--- src/rtl/controller_pkg.sv ---
// Shared types and defaults for the serial game-controller poller.
// Holds the poll state encoding and the parameter legality check used at elaboration.
package controller_pkg;

    typedef enum logic [2:0] {
        ST_IDLE,
        ST_LATCH,
        ST_CLK_LO,
        ST_CLK_HI,
        ST_DONE
    } poll_state_e;

    localparam int DEF_N_CH     = 2;
    localparam int DEF_BITS     = 16;
    localparam int DEF_HALF_DIV = 300;

    // HALF_DIV below 4 would let a bit change inside the 2-flop synchronizer window.
    function automatic bit params_ok(input int n_ch, input int bits, input int half_div);
        return (n_ch >= 1) && (bits >= 1) && (half_div >= 4);
    endfunction

endpackage

--- src/rtl/ctrl_tick_gen.sv ---
// Free-running protocol half-period timer: pulses tick for one PCLK cycle every
// HALF_DIV cycles, restarting from zero whenever clear is asserted.
module ctrl_tick_gen #(
    parameter int HALF_DIV = 300
) (
    input  logic PCLK,
    input  logic PRESERN,
    input  logic clear,
    output logic tick
);

    localparam int             CW   = $clog2(HALF_DIV);
    localparam logic [CW-1:0]  LAST = CW'(HALF_DIV - 1);

    logic [CW-1:0] cnt_q, cnt_d;

    always_comb begin
        if (clear || (cnt_q == LAST)) begin
            cnt_d = '0;
        end else begin
            cnt_d = cnt_q + 1'b1;
        end
    end

    // NOTE: sequential state is written with <= so every flop samples pre-edge values.
    always_ff @(posedge PCLK or negedge PRESERN) begin
        if (!PRESERN) begin
            cnt_q <= '0;
        end else begin
            cnt_q <= cnt_d;
        end
    end

    assign tick = (cnt_q == LAST);

endmodule

--- src/rtl/multi_controller_poller.sv ---
// Polls N_CH serial game controllers over a shared latch/clock pair and presents
// their active-high button state atomically, with a start/busy/done handshake.
module multi_controller_poller
    import controller_pkg::*;
#(
    parameter int N_CH     = DEF_N_CH,
    parameter int BITS     = DEF_BITS,
    parameter int HALF_DIV = DEF_HALF_DIV
) (
    input  logic                 PCLK,
    input  logic                 PRESERN,
    input  logic                 start,
    output logic                 busy,
    output logic                 done,
    output logic [N_CH*BITS-1:0] buttons,
    output logic                 cont_latch,
    output logic                 cont_clk,
    input  logic [N_CH-1:0]      cont_data
);

    if (!params_ok(N_CH, BITS, HALF_DIV)) begin : g_bad_params
        $error("multi_controller_poller: requires N_CH>=1, BITS>=1, HALF_DIV>=4");
    end

    localparam int                IDX_W    = (BITS > 1) ? $clog2(BITS) : 1;
    localparam logic [IDX_W-1:0]  LAST_IDX = IDX_W'(BITS - 1);

    poll_state_e            state_q, state_d;
    logic                   latch_half_q, latch_half_d;
    logic [IDX_W-1:0]       bit_idx_q, bit_idx_d;
    logic [N_CH-1:0]        sync1_q, sync2_q;
    logic [N_CH*BITS-1:0]   shadow_q, shadow_d;
    logic [N_CH*BITS-1:0]   buttons_q, buttons_d;
    logic                   busy_q, busy_d;
    logic                   done_q, done_d;
    logic                   cont_latch_q, cont_latch_d;
    logic                   cont_clk_q, cont_clk_d;

    logic                   tick;
    logic                   tick_clear;
    logic                   capture;

    ctrl_tick_gen #(
        .HALF_DIV (HALF_DIV)
    ) u_tick_gen (
        .PCLK    (PCLK),
        .PRESERN (PRESERN),
        .clear   (tick_clear),
        .tick    (tick)
    );

    // NOTE: every always_comb output gets a default first so no path can infer a latch.
    always_comb begin
        state_d      = state_q;
        latch_half_d = latch_half_q;
        bit_idx_d    = bit_idx_q;
        tick_clear   = 1'b0;
        capture      = 1'b0;

        case (state_q)
            ST_IDLE: begin
                if (start) begin
                    tick_clear   = 1'b1;
                    latch_half_d = 1'b0;
                    state_d      = ST_LATCH;
                end
            end
            ST_LATCH: begin
                if (tick) begin
                    if (latch_half_q) begin
                        latch_half_d = 1'b0;
                        bit_idx_d    = '0;
                        capture      = 1'b1;
                        state_d      = ST_CLK_LO;
                    end else begin
                        latch_half_d = 1'b1;
                    end
                end
            end
            ST_CLK_LO: begin
                if (tick) begin
                    state_d = ST_CLK_HI;
                end
            end
            ST_CLK_HI: begin
                if (tick) begin
                    if (bit_idx_q == LAST_IDX) begin
                        state_d = ST_DONE;
                    end else begin
                        bit_idx_d = bit_idx_q + 1'b1;
                        capture   = 1'b1;
                        state_d   = ST_CLK_LO;
                    end
                end
            end
            ST_DONE: begin
                state_d = ST_IDLE;
            end
            default: begin
                state_d = ST_IDLE;
            end
        endcase
    end

    // Bit k is captured as the FSM enters its low phase; data is active low on the wire.
    always_comb begin
        shadow_d = shadow_q;
        if (capture) begin
            for (int ch = 0; ch < N_CH; ch++) begin
                shadow_d[ch*BITS + int'(bit_idx_d)] = ~sync2_q[ch];
            end
        end
    end

    // Pins and handshake are registered from the current state, one cycle behind it.
    always_comb begin
        busy_d       = (state_q != ST_IDLE);
        done_d       = (state_q == ST_DONE);
        cont_latch_d = (state_q == ST_LATCH);
        cont_clk_d   = (state_q != ST_CLK_LO);
        buttons_d    = (state_q == ST_DONE) ? shadow_q : buttons_q;
    end

    always_ff @(posedge PCLK or negedge PRESERN) begin
        if (!PRESERN) begin
            state_q      <= ST_IDLE;
            latch_half_q <= 1'b0;
            bit_idx_q    <= '0;
            shadow_q     <= '0;
        end else begin
            state_q      <= state_d;
            latch_half_q <= latch_half_d;
            bit_idx_q    <= bit_idx_d;
            shadow_q     <= shadow_d;
        end
    end

    // Released (not pressed) is the safe value while the synchronizer refills.
    always_ff @(posedge PCLK or negedge PRESERN) begin
        if (!PRESERN) begin
            sync1_q <= '1;
            sync2_q <= '1;
        end else begin
            sync1_q <= cont_data;
            sync2_q <= sync1_q;
        end
    end

    always_ff @(posedge PCLK or negedge PRESERN) begin
        if (!PRESERN) begin
            busy_q       <= 1'b0;
            done_q       <= 1'b0;
            cont_latch_q <= 1'b0;
            cont_clk_q   <= 1'b1;
            buttons_q    <= '0;
        end else begin
            busy_q       <= busy_d;
            done_q       <= done_d;
            cont_latch_q <= cont_latch_d;
            cont_clk_q   <= cont_clk_d;
            buttons_q    <= buttons_d;
        end
    end

    assign busy       = busy_q;
    assign done       = done_q;
    assign cont_latch = cont_latch_q;
    assign cont_clk   = cont_clk_q;
    assign buttons    = buttons_q;

endmodule

--- config.mk ---
export PLATFORM = sky130hd
export DESIGN_NAME = multi_controller_poller
export DESIGN_NICKNAME = d
export VERILOG_FILES = /design/src/rtl/controller_pkg.sv /design/src/rtl/ctrl_tick_gen.sv /design/src/rtl/multi_controller_poller.sv
export SDC_FILE = /design/constraint.sdc
export NUM_CORES = 1
export LEC_CHECK = 0
export CAP_MARGIN = 20
export CORE_MARGIN = 10
export CORE_UTILIZATION = 35
export CTS_BUF_LIST = sky130_fd_sc_hd__clkbuf_8
export DETAILED_ROUTE_END_ITERATION = 8
export GPL_ROUTABILITY_DRIVEN = 0
export RECOVER_POWER = 100
export SYNTH_ARGS = -nofsm -noshare
export SYNTH_HDL_FRONTEND = slang
export SYNTH_SLANG_ARGS = --single-unit
--- constraint.sdc ---
create_clock -name PCLK -period 4 [get_ports PCLK]
set_input_delay 1 -clock PCLK [delete_from_list [all_inputs] [get_ports PCLK]]
set_output_delay 1 -clock PCLK [all_outputs]
set_load 0.005 [all_outputs]
==> impl_results.md, run 1 <==
* Run status: complete, but fails checks
* Failing checks: capacitance limit, slew limit
* Layout Nets at 365
* Largest net degree at the start of global routing at 76
* Tmin final at 2.869 ns
* H-tree depth at 3
* Ys async rst share at 1.000
* Pwr dens at 428.4 nW/um^2
* Ports at 41
* Antenna Nets Post-Route at 0
* Cts bufs inserted at 9
* Max stage delay on crit path at 0.59 ns
* First-pass GRT wire length at 12.92 mm
* Seq/Total Area, Yosys at 0.5854
* Final Max Tran Viols at 110
* CTS Buffer Depth at 2
* Final instance area at 4512 um^2
* Tcrit/Tclk final at 0.7172
* Resize count post-CTS at 0
* Post-synth net total at 327
* Fill cells at 1036
* Die height at 124.4 um
* Hold path depth at 0
* Initial cell density of the core at 0.3550
* Diode count at 0
* PnR Total Power at 1.933 mW
* RSZ-0062 raised after global routing: false
* CP max stage cell: or4b_1
* Required @ worst endpoint at 4.28 ns
* EDFF count, synth at 0
* Setup Viol. Count Final at 0
* Vias at 2412
* Ys Warns at 0
* Leak Pwr at 2.134 nW
* Die width at 124.4 um
* Worst EP arrival at 3.14 ns
* Gr ovfl total at 0
* Area grow syn2layout at 18.27%
* Clock sinks at 89
* DR vias/cell at 4.795
* Relative slew slack at -0.2885
* Critical path cell sequence: or4b_1 > nor2_1 > a22oi_1 > or2_0 > nor3_1 > mux2i_1
* Total track usage at 0.1010
* Worst hold start: sync1_q[0]$_DFF_PN1_
* Number of global-route vias before repair at 2498
* Num rows at 38
* Post-place setup slack at 1.593 ns
* Share of cells above drive strength 1 at 0.1543
* Clk pin slew, worst setup/hold paths at 0.08 ns
* Dpl cell area at 4347 um^2
* Peak supply drop at 0.0001599 V
* CTS Root Cell: clkbuf_8
* Antenna violations before repair at 0
* Reg2reg end: shadow_q[3]$_DFFE_PN0P_
* CP Capture Type: flop
* Port bufs at 40
* Detailed Route WL at 7.438 mm
* DR WL/cell at 14.79 um
* Setup ws final at 1.131 ns
* Critical path fanouts, max at 10
* Cts hold-fix bufs at 0
* Register area at 2233 um^2
* CTS tree: done
* Worst Tran Pin Value at 1.933 ns
* Crit path kind: reg -> reg
* Clk_lat worst skew at 0.36 ns
* Worst Hold Class: reg -> reg
* Hpwl dp at 5.077 mm
* #FFs+latches synth at 89
* Yosys cell types at 52
* Fmax at 348.6 MHz
* Mapped Avg Cell Area at 11.92 um^2
* Hold endpoint: sync2_q[0]$_DFF_PN1_
* Setup TNS at 0 ns
* Die area at 15480 um^2
* Core area at 10750 um^2
* Hold Vio Cnt, Final at 0
* Prevailing post-synth register cell: dfrtp_1
* Clock Skew at 0.01232 ns
* R2R depth at 6
* DR pass1 iterations at 5
* Mapped Area at 3815 um^2
* Postcts setup bufs at 0
* Max Cap Viol at 2
* Worst r2r src: u_tick_gen.cnt_q[2]$_DFF_PN0_
* Crit path launch type: flop
* FF-to-FF setup slack at 1.13 ns
* Placed Cells incl. Taps at 487
* Area occupied by multi-input gates at 1395 um^2
* DRC viols at 0
* Iter 0 DRT Violations at 163
* Non-Filler Instances at 503
* Cells after synthesis at 320
[final cells by class]
type,instances,share of cell area
multi-input cells,194,0.3092
inverters,21,0.01747
flip-flops and latches,89,0.4950
clock buffers,10,0.03050
repair buffers,43,0.09013
clock inverters,6,0.01886
well taps,140,0.03882
[kinds of logic after synthesis]
group,Yosys count,synth area share
DFF,89,0.5854
buffers and inverters,37,0.03739
adders and majority gates,2,0.006558
AOI/OAI and AO/OA,50,0.08593
xor gates and xnor gates,7,0.01607
and+or+nand+nor,86,0.1295
muxes,49,0.1391
[critical path: cells and delay by family, from the launching register on]
| family | cells | cell delay, ns |
|---|---|---|
| mux | 1 | 0.24 |
| simple gates | 4 | 1.91 |
| compound gates | 1 | 0.17 |
| flops | 1 | 0.46 |
[through the flow]
stage	hold slack (ns)	utilization
3_3_place_gp	0.3496	0.4045
4_1_cts	0.3676	0.4252
6_report	0.3655	0.4199
3_5_place_dp	0.3475	0.4045
5_1_grt	0.3762	0.4199
2_1_floorplan	0.3452	-
[state kept, by name, indices dropped and copies added (netlist names)]
name and cells:
busy 1, buttons 32, latch_half_q 1, bit_idx_q 4
cont_clk 1, u_tick_gen.cnt_q 9, done 1, sync1_q 2
sync2_q 2, shadow_q 32, state_q 3, cont_latch 1
[cell usage in the layout, fill, tap and decap left out, types with 4 or more instances in the layout]
master         count
clkbuf_8          10
dfrtp_1           84
dfstp_2            5
dlygate4sd3_1     39
inv_1             23
mux2_2            31
mux2i_1           17
nand2_1           18
nand3_1           10
nor2_1            24
nor3_1             7
o21ai_0           22
o31ai_1           12
xor2_1             4
[per-layer routing]
layer	vias up	share of wire	GRT usage
met4	0	0.020	0.05552
met2	38	0.46	0.1486
li1	1191	-	-
met5	-	0	0
met3	9	0.055	0.03404
met1	1174	0.46	0.1270
[cell usage after synthesis (3+ instances only)]
cell type,number,area [um^2]
nand2_1,18,67.56
and2_1,3,18.77
clkbuf_1,11,41.29
dfstp_2,5,131.4
o31ai_1,12,90.09
inv_1,21,78.83
dfrtp_1,84,2102
a31oi_1,3,18.77
o21ai_0,15,75.07
mux2i_1,17,170.2
nor3_1,6,30.03
nor2_1,22,82.58
mux2_2,32,360.4
xor2_1,4,35.03
buf_2,3,15.01
nand3_1,9,45.04
o21ai_1,8,40.04
xnor2_1,3,26.28
[power breakdown]
part           internal [mW]  leakage [nW]  switching (mW)  total, mW
clock                  0.367         0.119           0.313      0.680
sequential             0.957          1.21          0.0756       1.03
combinational          0.100         0.808           0.120      0.220
total                   1.42          2.13           0.509       1.93
[worst max path at each step]
stage                                       start                  endpoint  cells past startpoint
floorplan           u_tick_gen.cnt_q[0]$_DFF_PN0_  shadow_q[22]$_DFFE_PN0P_                      9
global placement                            start    state_q[1]$_DFFE_PN0P_                      4
detailed placement                          start    state_q[1]$_DFFE_PN0P_                      4
CTS                            cont_clk$_DFF_PN1_                  cont_clk                      1
global route        u_tick_gen.cnt_q[2]$_DFF_PN0_  shadow_q[19]$_DFFE_PN0P_                      6
finish              u_tick_gen.cnt_q[2]$_DFF_PN0_   shadow_q[3]$_DFFE_PN0P_                      6
(Power assumes the default switching activity.)
==> run 2: changes to the inputs <==
- clock period: 4 -> 2.35 ns (I/O delays scaled with it)
==> run 2 against run 1 <==
Against the previous run:
- total power increased by 68%
- sequential power increased by 68%
- critical path type unchanged
- register-to-register slack got worse by 1.0 ns
- the flow now finishes without violations
- worst setup slack got worse by 1.0 ns
- clock-buffer cell count decreased by 1
- largest power group unchanged
==> impl_results.md, run 2 (same netlist as run 1, synthesis figures left out) <==
* Run status: complete, no violations
* Hold Vio Cnt, Final at 0
* Clock network fraction of total power at 0.314
* R2R depth at 7
* Clock sinks at 89
* Flop pwr share at 0.534
* RSZ-0062 raised after global routing: true
* Share of cells above drive strength 1 at 0.2128
* CP endpoint: shadow_q[12]$_DFFE_PN0P_
* Core area at 10750 um^2
* Worst Tran Pin Value at 0.9349 ns
* Port bufs at 40
* DRC viols at 0
* Util after Layout at 0.4316
* Number of global-route vias before repair at 2521
* Tmin final at 2.214 ns
* CP Capture Type: flop
* Diode count at 0
* Worst hold margin at 0.3412 ns
* Total track usage at 0.09677
* Clk pin slew, worst setup/hold paths at 0.10 ns
* FF-to-FF setup slack at 0.14 ns
* Clk_lat worst skew at 0.37 ns
* Crit path kind: reg -> reg
* Setup Viol. Count Final at 0
* Die width at 124.4 um
* Int Pwr at 2.275 mW
* Initial cell density of the core at 0.3550
* Vias at 2488
* Tcrit/Tclk final at 0.9423
* Postcts setup bufs at 0
* CTS tree: done
* Commonest non-fill, non-tap cell in the layout: dfrtp_1
* Cts hold-fix bufs at 0
* Peak supply drop at 0.0003227 V
* Worst EP arrival at 2.46 ns
* Antenna violations before repair at 0
* CTS Root Cell: clkbuf_8
* Final Max Tran Viols at 0
* Critical path fanouts, max at 10
* Ports at 41
* DR WL/cell at 14.38 um
* Layout Nets at 378
* Detailed Route WL at 7.419 mm
* Relative slew slack at 0.3767
* Dpl cell area at 4457 um^2
* DR vias/cell at 4.822
* Leak Pwr at 2.080 nW
* Hpwl dp at 5.275 mm
* Area grow syn2layout at 21.58%
* Die area at 15480 um^2
* Switch share at 0.2976
* Fill cells at 1031
* Pwr dens at 698.3 nW/um^2
* Worst r2r src: u_tick_gen.cnt_q[2]$_DFF_PN0_
* NetSw at 963.8 uW
* Reg2reg end: shadow_q[12]$_DFFE_PN0P_
* Worst Hold Class: in -> async
* Most frequent cells in the layout: 84 x dfrtp_1, 37 x clkdlybuf4s50_1, 32 x mux2_2
* DR pass1 iterations at 4
* H-tree depth at 3
* Combinational fraction of design power at 0.152
* Clock Skew at 0.01557 ns
* First-pass GRT wire length at 12.56 mm
* Max Cap Viol at 0
* Num rows at 38
* Die height at 124.4 um
* Antenna Nets Post-Route at 0
* Largest net degree at the start of global routing at 40
* Cts bufs inserted at 9
* Required @ worst endpoint at 2.60 ns
* Final instance area at 4638 um^2
* Gr ovfl total at 0
* Crit. Startpoint: u_tick_gen.cnt_q[2]$_DFF_PN0_
* CTS Buffer Depth at 2
* Crit path launch type: flop
* Iter 0 DRT Violations at 78
* Fmax at 451.6 MHz
## run 2: layout make-up
type	instances	area [um^2]	area share
clock buffer	9	123.9	0.02671
clock inverter	7	68.82	0.01484
inverter	21	78.83	0.01699
multi-input combinational	194	1459	0.3145
sequential	89	2233	0.4815
tap	140	175.2	0.03777
timing repair buffer	56	499.2	0.1076
## run 2: timing repair
action / 4_1_cts / 5_1_grt
resized for setup: 0 / 4
endpoints found under the hold margin: 0 / 0
setup endpoints to repair: 0 / 12
## run 2: stage by stage
| step | setup slack [ns] | power (mW) | TNS [ns] | cells |
|---|---|---|---|---|
| detailed placement | 0.08066 | 2.272 | 0 | 500 |
| global placement | 0.1371 | 2.259 | 0 | 500 |
| global route | -0.01313 | 3.415 | -0.03347 | 516 |
| CTS | 0.06150 | 3.304 | 0 | 516 |
| floorplan | 0.2434 | 2.050 | 0 | 320 |
| finish | 0.1355 | 3.239 | 0 | 516 |
## run 2: per-layer routing
layer	routed length, um	up-vias	GRT usage
met2	3355	50	0.1498
met5	0	-	0
met3	352	12	0.03064
met4	163	0	0.04866
met1	3547	1214	0.1184
li1	-	1212	-
## run 2: critical path: stages (launching register included)
cell,delay [ns]
dfrtp_1,0.47
or4b_4,0.60
nor2_4,0.24
a211oi_1,0.11
a2bb2oi_1,0.30
nor3_1,0.10
buf_4,0.16
mux2i_1,0.11
## run 2: power by group through the flow
stage	combinational [mW]	clock, mW	sequential [mW]
final	0.493	1.02	1.73
after global routing	0.555	1.12	1.75
after CTS	0.510	1.06	1.73
after detailed placement	0.510	0	1.76
after global placement	0.502	0	1.76
after floorplan	0.316	0	1.73
## run 2: worst min-delay path by stage
| stage | from | to | slack, ns |
|---|---|---|---|
| final | PRESERN | buttons[29]$_DFFE_PN0P_ | 0.34 |
| after global routing | sync1_q[0]$_DFF_PN1_ | sync2_q[0]$_DFF_PN1_ | 0.37 |
| after CTS | PRESERN | buttons[24]$_DFFE_PN0P_ | 0.17 |
| after detailed placement | sync1_q[0]$_DFF_PN1_ | sync2_q[0]$_DFF_PN1_ | 0.35 |
| after global placement | sync1_q[0]$_DFF_PN1_ | sync2_q[0]$_DFF_PN1_ | 0.35 |
| after floorplan | PRESERN | bit_idx_q[0]$_DFF_PN0_ | 0.29 |
==> run 3: changes to the inputs <==
- clock period: 2.35 -> 2.2 ns (I/O delays scaled with it)
==> run 3 against run 2 <==
Against the previous run:
- the flow now finishes with violations (capacitance limit, slew limit)
- die area unchanged
- maximum frequency rose by 2.6%
- hold slack better by 0.026 ns
- sequential cell count stayed put
- sequential power rose by 7%
- total power rose by 9.0%
- critical endpoint is now shadow_q[7]$_DFFE_PN0P_
==> impl_results.md, run 3 (same netlist as run 1, synthesis figures left out) <==
* RSZ-0062 raised after global routing: true
* Crit path kind: reg -> reg
* Antenna Nets Post-Route at 0
* CP Capture Type: flop
* Clock sinks at 89
* Port bufs at 40
* Vias at 2561
* Relative slew slack at -0.2630
* Clk pin slew, worst setup/hold paths at 0.09 ns
* R2R depth at 6
* Hold endpoint: sync2_q[0]$_DFF_PN1_
* Setup ws final at 0.04143 ns
* Worst r2r src: u_tick_gen.cnt_q[4]$_DFF_PN0_
* CP max stage cell: or4b_4
* Largest net degree at the start of global routing at 38
* Setup TNS at 0 ns
* DRC viols at 0
* Diode count at 0
* First-pass GRT wire length at 13.23 mm
* Gr ovfl total at 0
* H-tree depth at 3
* Worst hold margin at 0.3667 ns
* Critical path fanouts, max at 7
* Die width at 124.4 um
* Pwr dens at 743.4 nW/um^2
* Max stage delay on crit path at 0.58 ns
* Hold path depth at 0
* Clk_lat worst skew at 0.37 ns
* Num rows at 38
* Worst hold start: sync1_q[0]$_DFF_PN1_
* Max Cap Viol at 1
* Reg2reg end: shadow_q[7]$_DFFE_PN0P_
* FF-to-FF setup slack at 0.04 ns
* Total track usage at 0.1020
* Ports at 41
* Setup Viol. Count Final at 0
* CTS Buffer Depth at 2
* Antenna violations before repair at 0
* Peak supply drop at 0.0002915 V
* Die area at 15480 um^2
* DR pass1 iterations at 4
* CTS tree: done
* Layout Nets at 386
* Tcrit/Tclk final at 0.9812
* Worst Tran Pin Value at 1.895 ns
* Share of cells above drive strength 1 at 0.2474
* CTS Root Cell: clkbuf_8
* Required @ worst endpoint at 2.49 ns
* Leak Pwr at 2.121 nW
* Commonest non-fill, non-tap cell in the layout: dfrtp_1
* Dpl cell area at 4514 um^2
* Tmin final at 2.159 ns
* Critical path cell sequence: or4b_4 > nor2_4 > nand3_2 > nor4_2 > buf_4 > mux2i_1
* Crit path launch type: flop
* Area grow syn2layout at 24.47%
* Initial cell density of the core at 0.3550
* Fmax at 463.3 MHz
* Final Max Tran Viols at 36
* Worst EP arrival at 2.45 ns
* Core area at 10750 um^2
* Number of global-route vias before repair at 2585
* Final instance area at 4748 um^2
* Top delay family on crit path: simple AND/OR/NAND/NOR gates
* DR WL/cell at 14.95 um
* Die height at 124.4 um
* Hpwl dp at 5.481 mm
* Clock Skew at 0.01239 ns
* DR vias/cell at 4.887
* Run status: complete, but fails checks
* Failing checks: capacitance limit, slew limit
* Cts bufs inserted at 9
* Hold Vio Cnt, Final at 0
* Post-place setup slack at -0.002068 ns
* Detailed Route WL at 7.832 mm
* WP buf/inv at 1
* Most frequent cells in the layout: 82 x dfrtp_1, 37 x clkdlybuf4s50_1, 32 x mux2_2
* Worst Hold Class: reg -> reg
* Iter 0 DRT Violations at 129
* Cts hold-fix bufs at 0
[run 3: where the power goes]
part | leakage (nW) | internal [mW] | total (mW) | switching, mW
logic | 0.822 | 0.291 | 0.598 | 0.307
registers | 1.20 | 1.74 | 1.85 | 0.109
clock network | 0.0945 | 0.436 | 1.08 | 0.643
total | 2.12 | 2.47 | 3.53 | 1.06
[run 3: layout make-up]
class                           instances  area, um^2
Timing Repair Buffer                   64       579.3
Clock inverter                          7       61.31
Clock buffer                            9       123.9
Tap cell                              140       175.2
Sequential cell                        89        2236
Inverter                               21       78.83
Multi-Input combinational cell        194        1494
Fill cell                            1038        5997
[run 3: timing repair]
action                     in CTS  in global routing
buffers inserted                0                  2
resized for setup               1                 12
hold endpoints to repair        0                  0
setup endpoints to repair       4                 31
pin swaps                       0                  1
gates cloned                    0                  0
[run 3: how the worst max path moves through the flow]
stage | slack [ns] | depth (start not counted) | to | from
floorplan | 0.09 | 9 | shadow_q[22]$_DFFE_PN0P_ | u_tick_gen.cnt_q[0]$_DFF_PN0_
global placement | 0.09 | 7 | shadow_q[28]$_DFFE_PN0P_ | u_tick_gen.cnt_q[4]$_DFF_PN0_
detailed placement | -0.002 | 6 | shadow_q[5]$_DFFE_PN0P_ | u_tick_gen.cnt_q[4]$_DFF_PN0_
CTS | 0.008 | 6 | shadow_q[19]$_DFFE_PN0P_ | u_tick_gen.cnt_q[4]$_DFF_PN0_
global route | -0.04 | 6 | shadow_q[7]$_DFFE_PN0P_ | u_tick_gen.cnt_q[4]$_DFF_PN0_
finish | 0.04 | 6 | shadow_q[7]$_DFFE_PN0P_ | u_tick_gen.cnt_q[4]$_DFF_PN0_
[run 3: layer usage]
layer	vias up	share of wire	GRT usage
met3	12	0.044	0.03234
met5	-	0	0
met2	45	0.46	0.1542
li1	1239	-	-
met4	0	0.019	0.04592
met1	1265	0.47	0.1302
[run 3: metrics by stage]
step                power [mW]    util  std cells
finish                   3.530  0.4419        524
global route             3.714  0.4419        524
CTS                      3.543  0.4374        522
detailed placement       2.459  0.4201        506
global placement         2.443  0.4201        506
floorplan                2.190       -        320
